### config.mk
export PLATFORM = sky130hd
export DESIGN_NAME = ram_delay_ctrl
export DESIGN_NICKNAME = d
export VERILOG_FILES = /design/src/rtl/ram_delay_ctrl.sv
export SDC_FILE = /design/constraint.sdc
export NUM_CORES = 1
export LEC_CHECK = 0
export ABC_AREA = 1
export BUFFER_PORTS_ARGS = -buffer_cell sky130_fd_sc_hd__clkbuf_2
export CORE_ASPECT_RATIO = 0.7
export CORE_UTILIZATION = 59
export CTS_CLUSTER_DIAMETER = 60
export DETAILED_ROUTE_END_ITERATION = 8
export PLACE_DENSITY = 0.79
export SLEW_MARGIN = 10
export SYNTH_ARGS = -nofsm -noshare
export SYNTH_HDL_FRONTEND = slang
export SYNTH_SLANG_ARGS = --single-unit
### constraint.sdc
create_clock -name clk -period 2.7 [get_ports clk]
set_clock_uncertainty 0.15 [all_clocks]
set_input_delay 0.54 -clock clk [delete_from_list [all_inputs] [get_ports clk]]
set_output_delay 0.54 -clock clk [all_outputs]
set_load 0.02 [all_outputs]
### src/rtl/ram_delay_ctrl.sv
// Delay-length / flush sequencer for the RAM delay line.
// Takes range-checked delay requests, flushes the line and waits for it to report valid.
module ram_delay_ctrl #(
   parameter int P_NBITS_ADDR = 8,
   parameter int P_N_DEFAULT  = 16,
   parameter int P_N_MIN      = 2,
   parameter int P_NBITS_TMO  = 16
) (
   input  logic                    clk,
   input  logic                    rst,
   input  logic                    cfg_req,
   input  logic [P_NBITS_ADDR-1:0] cfg_n,
   output logic                    cfg_ack,
   output logic                    cfg_err,
   input  logic                    wr_in,
   output logic [P_NBITS_ADDR-1:0] dl_n,
   output logic                    dl_flush,
   output logic                    dl_wr,
   input  logic                    dl_valid,
   output logic                    ready,
   output logic                    busy,
   output logic                    err_sticky
);

   // state   | meaning
   // S_RUN   | line settled; requests accepted and range-checked here
   // S_APPLY | load the new delay length, start the flush
   // S_FLUSH | flush asserted, counting write strobes until dl_n+2
   // S_WAIT  | flush released, waiting for dl_valid or timeout
   typedef enum logic [1:0] {
      S_RUN   = 2'd0,
      S_APPLY = 2'd1,
      S_FLUSH = 2'd2,
      S_WAIT  = 2'd3
   } state_t;

   localparam logic [P_NBITS_ADDR-1:0] LP_N_DEFAULT = P_NBITS_ADDR'(P_N_DEFAULT);
   localparam logic [P_NBITS_ADDR-1:0] LP_N_MIN     = P_NBITS_ADDR'(P_N_MIN);
   localparam logic [P_NBITS_ADDR:0]   LP_FCNT_ONE  = (P_NBITS_ADDR+1)'(1);
   localparam logic [P_NBITS_ADDR:0]   LP_FCNT_TWO  = (P_NBITS_ADDR+1)'(2);
   localparam logic [P_NBITS_TMO-1:0]  LP_TMO_ONE   = P_NBITS_TMO'(1);
   localparam logic [P_NBITS_TMO-1:0]  LP_TMO_MAX   = '1;

   state_t                  r_state;
   state_t                  w_state_nxt;
   logic [P_NBITS_ADDR-1:0] r_n_req;
   logic [P_NBITS_ADDR-1:0] r_dl_n;
   logic [P_NBITS_ADDR:0]   r_flush_cnt;
   logic [P_NBITS_ADDR:0]   w_flush_inc;
   logic [P_NBITS_ADDR:0]   w_flush_tgt;
   logic [P_NBITS_TMO-1:0]  r_tmo_cnt;
   logic [P_NBITS_TMO-1:0]  w_tmo_inc;
   logic                    r_pend;
   logic                    r_owner;
   logic                    r_ack;
   logic                    r_err;
   logic                    r_flush;
   logic                    r_ready;
   logic                    r_busy;
   logic                    r_sticky;
   logic                    w_accept;
   logic                    w_ack;
   logic                    w_ack_err;
   logic                    w_flush_done;
   logic                    w_tmo_done;

   // Exit fires on the strobe that brings the count to dl_n+2, so the line sees exactly dl_n+2 flushed writes.
   assign w_flush_inc  = r_flush_cnt + LP_FCNT_ONE;
   assign w_flush_tgt  = {1'b0, r_dl_n} + LP_FCNT_TWO;
   assign w_flush_done = wr_in && (w_flush_inc == w_flush_tgt);
   assign w_tmo_inc    = r_tmo_cnt + LP_TMO_ONE;
   assign w_tmo_done   = (w_tmo_inc == LP_TMO_MAX);

   always_ff @(posedge clk) begin
      if (rst) begin
         r_state <= S_FLUSH;
      end else begin
         r_state <= w_state_nxt;
      end
   end

   always_comb begin
      w_state_nxt = r_state;
      w_accept    = 1'b0;
      w_ack       = 1'b0;
      w_ack_err   = 1'b0;
      case (r_state)
         S_RUN: begin
            if (r_pend) begin
               if (r_n_req < LP_N_MIN) begin
                  w_ack     = 1'b1;
                  w_ack_err = 1'b1;
               end else if (r_n_req == r_dl_n) begin
                  w_ack = 1'b1;
               end else begin
                  w_state_nxt = S_APPLY;
               end
            end else if (cfg_req && !r_ack) begin
               w_accept = 1'b1;
            end
         end
         S_APPLY: begin
            w_state_nxt = S_FLUSH;
         end
         S_FLUSH: begin
            if (w_flush_done) begin
               w_state_nxt = S_WAIT;
            end
         end
         S_WAIT: begin
            // Only a sequence started by a request owes an ack; the post-reset one does not.
            if (dl_valid) begin
               w_state_nxt = S_RUN;
               w_ack       = r_owner;
            end else if (w_tmo_done) begin
               w_state_nxt = S_RUN;
               w_ack       = r_owner;
               w_ack_err   = r_owner;
            end
         end
         default: begin
            w_state_nxt = S_FLUSH;
         end
      endcase
   end

   always_ff @(posedge clk) begin
      if (rst) begin
         r_n_req     <= '0;
         r_dl_n      <= LP_N_DEFAULT;
         r_flush_cnt <= '0;
         r_tmo_cnt   <= '0;
         r_pend      <= 1'b0;
         r_owner     <= 1'b0;
         r_ack       <= 1'b0;
         r_err       <= 1'b0;
         r_flush     <= 1'b1;
         r_ready     <= 1'b0;
         r_busy      <= 1'b1;
         r_sticky    <= 1'b0;
      end else begin
         r_ack   <= w_ack;
         r_err   <= w_ack_err;
         r_pend  <= w_accept;
         r_flush <= (w_state_nxt == S_FLUSH);
         r_busy  <= (w_state_nxt != S_RUN);
         r_ready <= (w_state_nxt == S_RUN) && dl_valid;
         if (w_ack) begin
            r_sticky <= w_ack_err;
         end
         if (w_accept) begin
            r_n_req <= cfg_n;
         end
         if ((r_state == S_RUN) && (w_state_nxt == S_APPLY)) begin
            r_owner <= 1'b1;
         end else if ((r_state == S_WAIT) && (w_state_nxt == S_RUN)) begin
            r_owner <= 1'b0;
         end
         if (r_state == S_APPLY) begin
            r_dl_n      <= r_n_req;
            r_flush_cnt <= '0;
         end else if ((r_state == S_FLUSH) && wr_in) begin
            r_flush_cnt <= w_flush_inc;
         end
         if ((r_state == S_FLUSH) && w_flush_done) begin
            r_tmo_cnt <= '0;
         end else if (r_state == S_WAIT) begin
            r_tmo_cnt <= w_tmo_inc;
         end
      end
   end

   assign cfg_ack    = r_ack;
   assign cfg_err    = r_err;
   assign dl_n       = r_dl_n;
   assign dl_flush   = r_flush;
   assign dl_wr      = wr_in;
   assign ready      = r_ready;
   assign busy       = r_busy;
   assign err_sticky = r_sticky;

endmodule

==> impl_metrics.py <==
metrics = {
    "run_status": {
        "outcome": "complete, no violations",
    },
    "clocking": {
        "postCtsHoldBufs": 0,
        "root_buffer": "clkbuf_8",
        "insertion_delay_ns": 0.31,
        "cts_setup_buffers": 0,
        "cts_tree": "done",
        "cts_buffers": 5,
        "clock_sinks": 51,
        "clk_pin_slew_ns": 0.10,
        "cts-resized-gates": 0,
        "ctsLongestPathBuffers": 2,
        "cts_max_level": 2,
    },
    "grt": {
        "grt_pass1_vias": 2333,
        "grt_pass1_wl_um": 10800,
        "grt_use_total_pct": 26.6,
        "grt_max_degree": 22,
        "antenna_found_initial": 0,
        "overflow": 0,
    },
    "worst_hold_path": {
        "holdCritPathClass": "input port to register",
    },
    "yosys": {
        "ys_types": 35,
        "yosysMostFrequentCell": "nand2_1",
        "synth-xor-area-share_pct": 4.46,
        "synth_fp_nets": 457,
        "yosysTopAreaCell": "dfxtp_1",
        "avgSynthCellArea_um2": 6.75,
        "async_flop_share_pct": 0,
        "synth_commonest_cells": "102 x nand2_1, 84 x nor2_1, 51 x dfxtp_1",
        "synth-warning-count": 0,
        "synthTopCellsByArea": "dfxtp_1 35%, nand2_1 13%, nor2_1 11%, inv_1 5.5%, o21ai_0 4.8%",
        "synth-compound-area-share_pct": 12.4,
        "synth_cells": 436,
        "synth_top_family_by_area": "simple AND/OR/NAND/NOR gates",
        "syn_area_um2": 2940,
        "ys.flop_type": "dfxtp_1",
        "seq_area_frac_synth_pct": 34.7,
        "synthAdderAreaFrac_pct": 3.40,
        "synthMuxAreaShare_pct": 0,
        "synth_edf_count": 0,
        "synth.top_cell.area_share_pct": 34.7,
        "yosys.area_share.simple_pct": 37.3,
        "ys_ff_latch": 51,
    },
    "floorplanning": {
        "core_um2": 4780,
        "initial_utilization_pct": 61.5,
        "die_h_um": 61.1,
        "ios": 28,
        "dieArea_um2": 5280,
        "die_width_um": 86.4,
        "row_count": 21,
    },
    "power": {
        "power.leakage_nw": 1.43,
        "power_density_nw_per_um2": 470,
        "ir_worst_vdd_mv": 0.392,
        "p_total_mw": 1.52,
    },
    "routing": {
        "firstDrtPassIters": 5,
        "postRouteWirelength_um": 6460,
        "wl_met2_um": 2570,
        "first_iter_violations": 134,
        "vias_per_cell": 5.22,
        "drcViolationCount": 0,
        "routed-wl-met3_um": 438,
        "met1_length_um": 3400,
        "vias": 2772,
        "wl_per_cell_um": 12.2,
        "dr.max_layer_used": "met4",
        "final_antenna_net_count": 0,
    },
    "timing": {
        "tns_ns": 0,
        "tightestPinTransition_ns": 0.592,
        "setup_viol": 0,
        "period_share_pct": 86.8,
        "slew-limit-headroom_pct": 60.4,
        "rsz0062_at_grt": "no",
        "hold_viol_final": 0,
        "fmax_ghz": 0.427,
        "hold-worst-slack_ns": 0.300,
        "fin_crit_ns": 2.34,
        "drv_slew": 0,
    },
    "final_layout": {
        "post-route-util_pct": 67.7,
        "stdcell_area_um2": 3240,
        "drive_gt1_share_pct": 13.2,
        "finalNetCount": 482,
        "fillers": 435,
        "area_growth_pct": 10.1,
        "num_antenna_cells": 0,
    },
    "setup_path": {
        "worstPathArrival_ns": 2.40,
        "critPathRequiredTime_ns": 2.76,
        "worst_setup_path_end_kind": "register",
        "crit_chain": "ha_1 -> nand3_2 -> nor2_4 -> nand2_1 -> nand2_1 -> nand2_1 -> nor2_1 -> nand2_1 -> nor2_1 -> nand2_2 -> nand2_1 -> nand2_1 -> nand3_1 -> nand3_1 -> o21bai_1 -> a21oi_1",
        "crit_top_cell": "nand2_1",
        "cp_slowest_cell": "dfxtp_1",
        "cp_top_family": "simple AND/OR/NAND/NOR gates",
        "critPathMaxFanout": 6,
        "slowest_delay_ns": 0.43,
        "crit_buf_inv": 0,
        "crit_type": "register to register",
        "setup.worst_path.start_class": "register",
    },
    "placed_design": {
        "place.gp.congestion": 0.883,
        "post_dp_cell_area_um2": 3130,
        "io_buffers": 27,
        "hpwlAfterDp_um": 4790,
    },
    "run": {
        "cap_violations": 0,
    },
}
==> metrics by stage <==
stage | cells | setup slack [ns]
final | 531 | 0.358
after global routing | 531 | 0.134
after CTS | 531 | 0.369
after detailed placement | 523 | 0.379
after global placement | 523 | 0.425
after floorplan | 436 | 0.668
==> registers in the layout (all words and copies together), names as in the netlist <==
name         count
busy             1
cfg_ack          1
cfg_err          1
dl_flush         1
dl_n             8
err_sticky       1
r_flush_cnt      9
r_n_req          8
r_owner          1
r_pend           1
r_state          2
r_tmo_cnt       16
ready            1
==> routing by layer <==
layer | GRT usage, % | vias up
met5 | 0 | -
met4 | 7.38 | 0
met3 | 4.96 | 5
met2 | 37.2 | 87
met1 | 41.3 | 1235
li1 | - | 1445
==> where the power goes <==
part | internal [mW] | leakage (nW) | total [mW] | switching [mW]
clock | 0.280 | 0.0558 | 0.544 | 0.263
combinational | 0.0614 | 0.958 | 0.170 | 0.109
sequential | 0.779 | 0.413 | 0.807 | 0.0281
==> worst reg2reg max path: stages, from the launching register on <==
cell      delay, ns
dfxtp_1        0.43
ha_1           0.27
nand3_2        0.15
nor2_4         0.18
nand2_1        0.06
nand2_1        0.08
nand2_1        0.07
nor2_1         0.10
nand2_1        0.06
nor2_1         0.11
nand2_2        0.10
nand2_1        0.06
nand2_1        0.07
nand3_1        0.08
nand3_1        0.07
o21bai_1       0.13
a21oi_1        0.07
==> worst paths after layout <==
| kind | start | end | slack [ns] | depth (start not counted) |
|---|---|---|---|---|
| hold / removal | cfg_n[1] | r_n_req[1] | 0.30 | 3 |
| setup / recovery | r_tmo_cnt[1] | r_owner | 0.36 | 16 |
| hold reg to reg | r_tmo_cnt[15] | r_tmo_cnt[15] | 0.35 | 2 |
| setup reg to reg | r_tmo_cnt[1] | r_owner | 0.36 | 16 |
==> cell families (layout without fill, tap and decap cells) <==
family	count (synthesis)	after routing
compound gates	60	60
simple gates	245	245
buf+inv	57	83
xor+xnor	15	15
flops	51	51
fa+ha+maj	8	8
==> area by class of cell <==
type / count / area (um^2) / area share [%]
inverters: 45 / 169 / 5.21
multi-input cells: 328 / 1690 / 52.3
clock inverters: 2 / 38.8 / 1.20
clock buffers: 6 / 72.6 / 2.24
well taps: 69 / 86.3 / 2.67
flip-flops and latches: 51 / 1020 / 31.5
repair buffers: 30 / 158 / 4.87
==> placed cells by master, fill, tap and decap left out, drive strengths merged <==
cell type	instances
nor4	1
bufinv	1
nand2	108
nand4	6
or2	2
a21boi	1
nand3	25
o21bai	2
o21ai	28
a41oi	1
nor3b	1
o211ai	3
xor2	12
a211oi	14
a31o	1
and2	1
nand3b	5
a31oi	1
nor2	94
ha	8
xnor2	3
buf	3
inv	44
and3	1
clkinv	2
clkbuf	33
nor3	1
dfxtp	51
a21oi	9
Power figures use the tool's default switching activity.
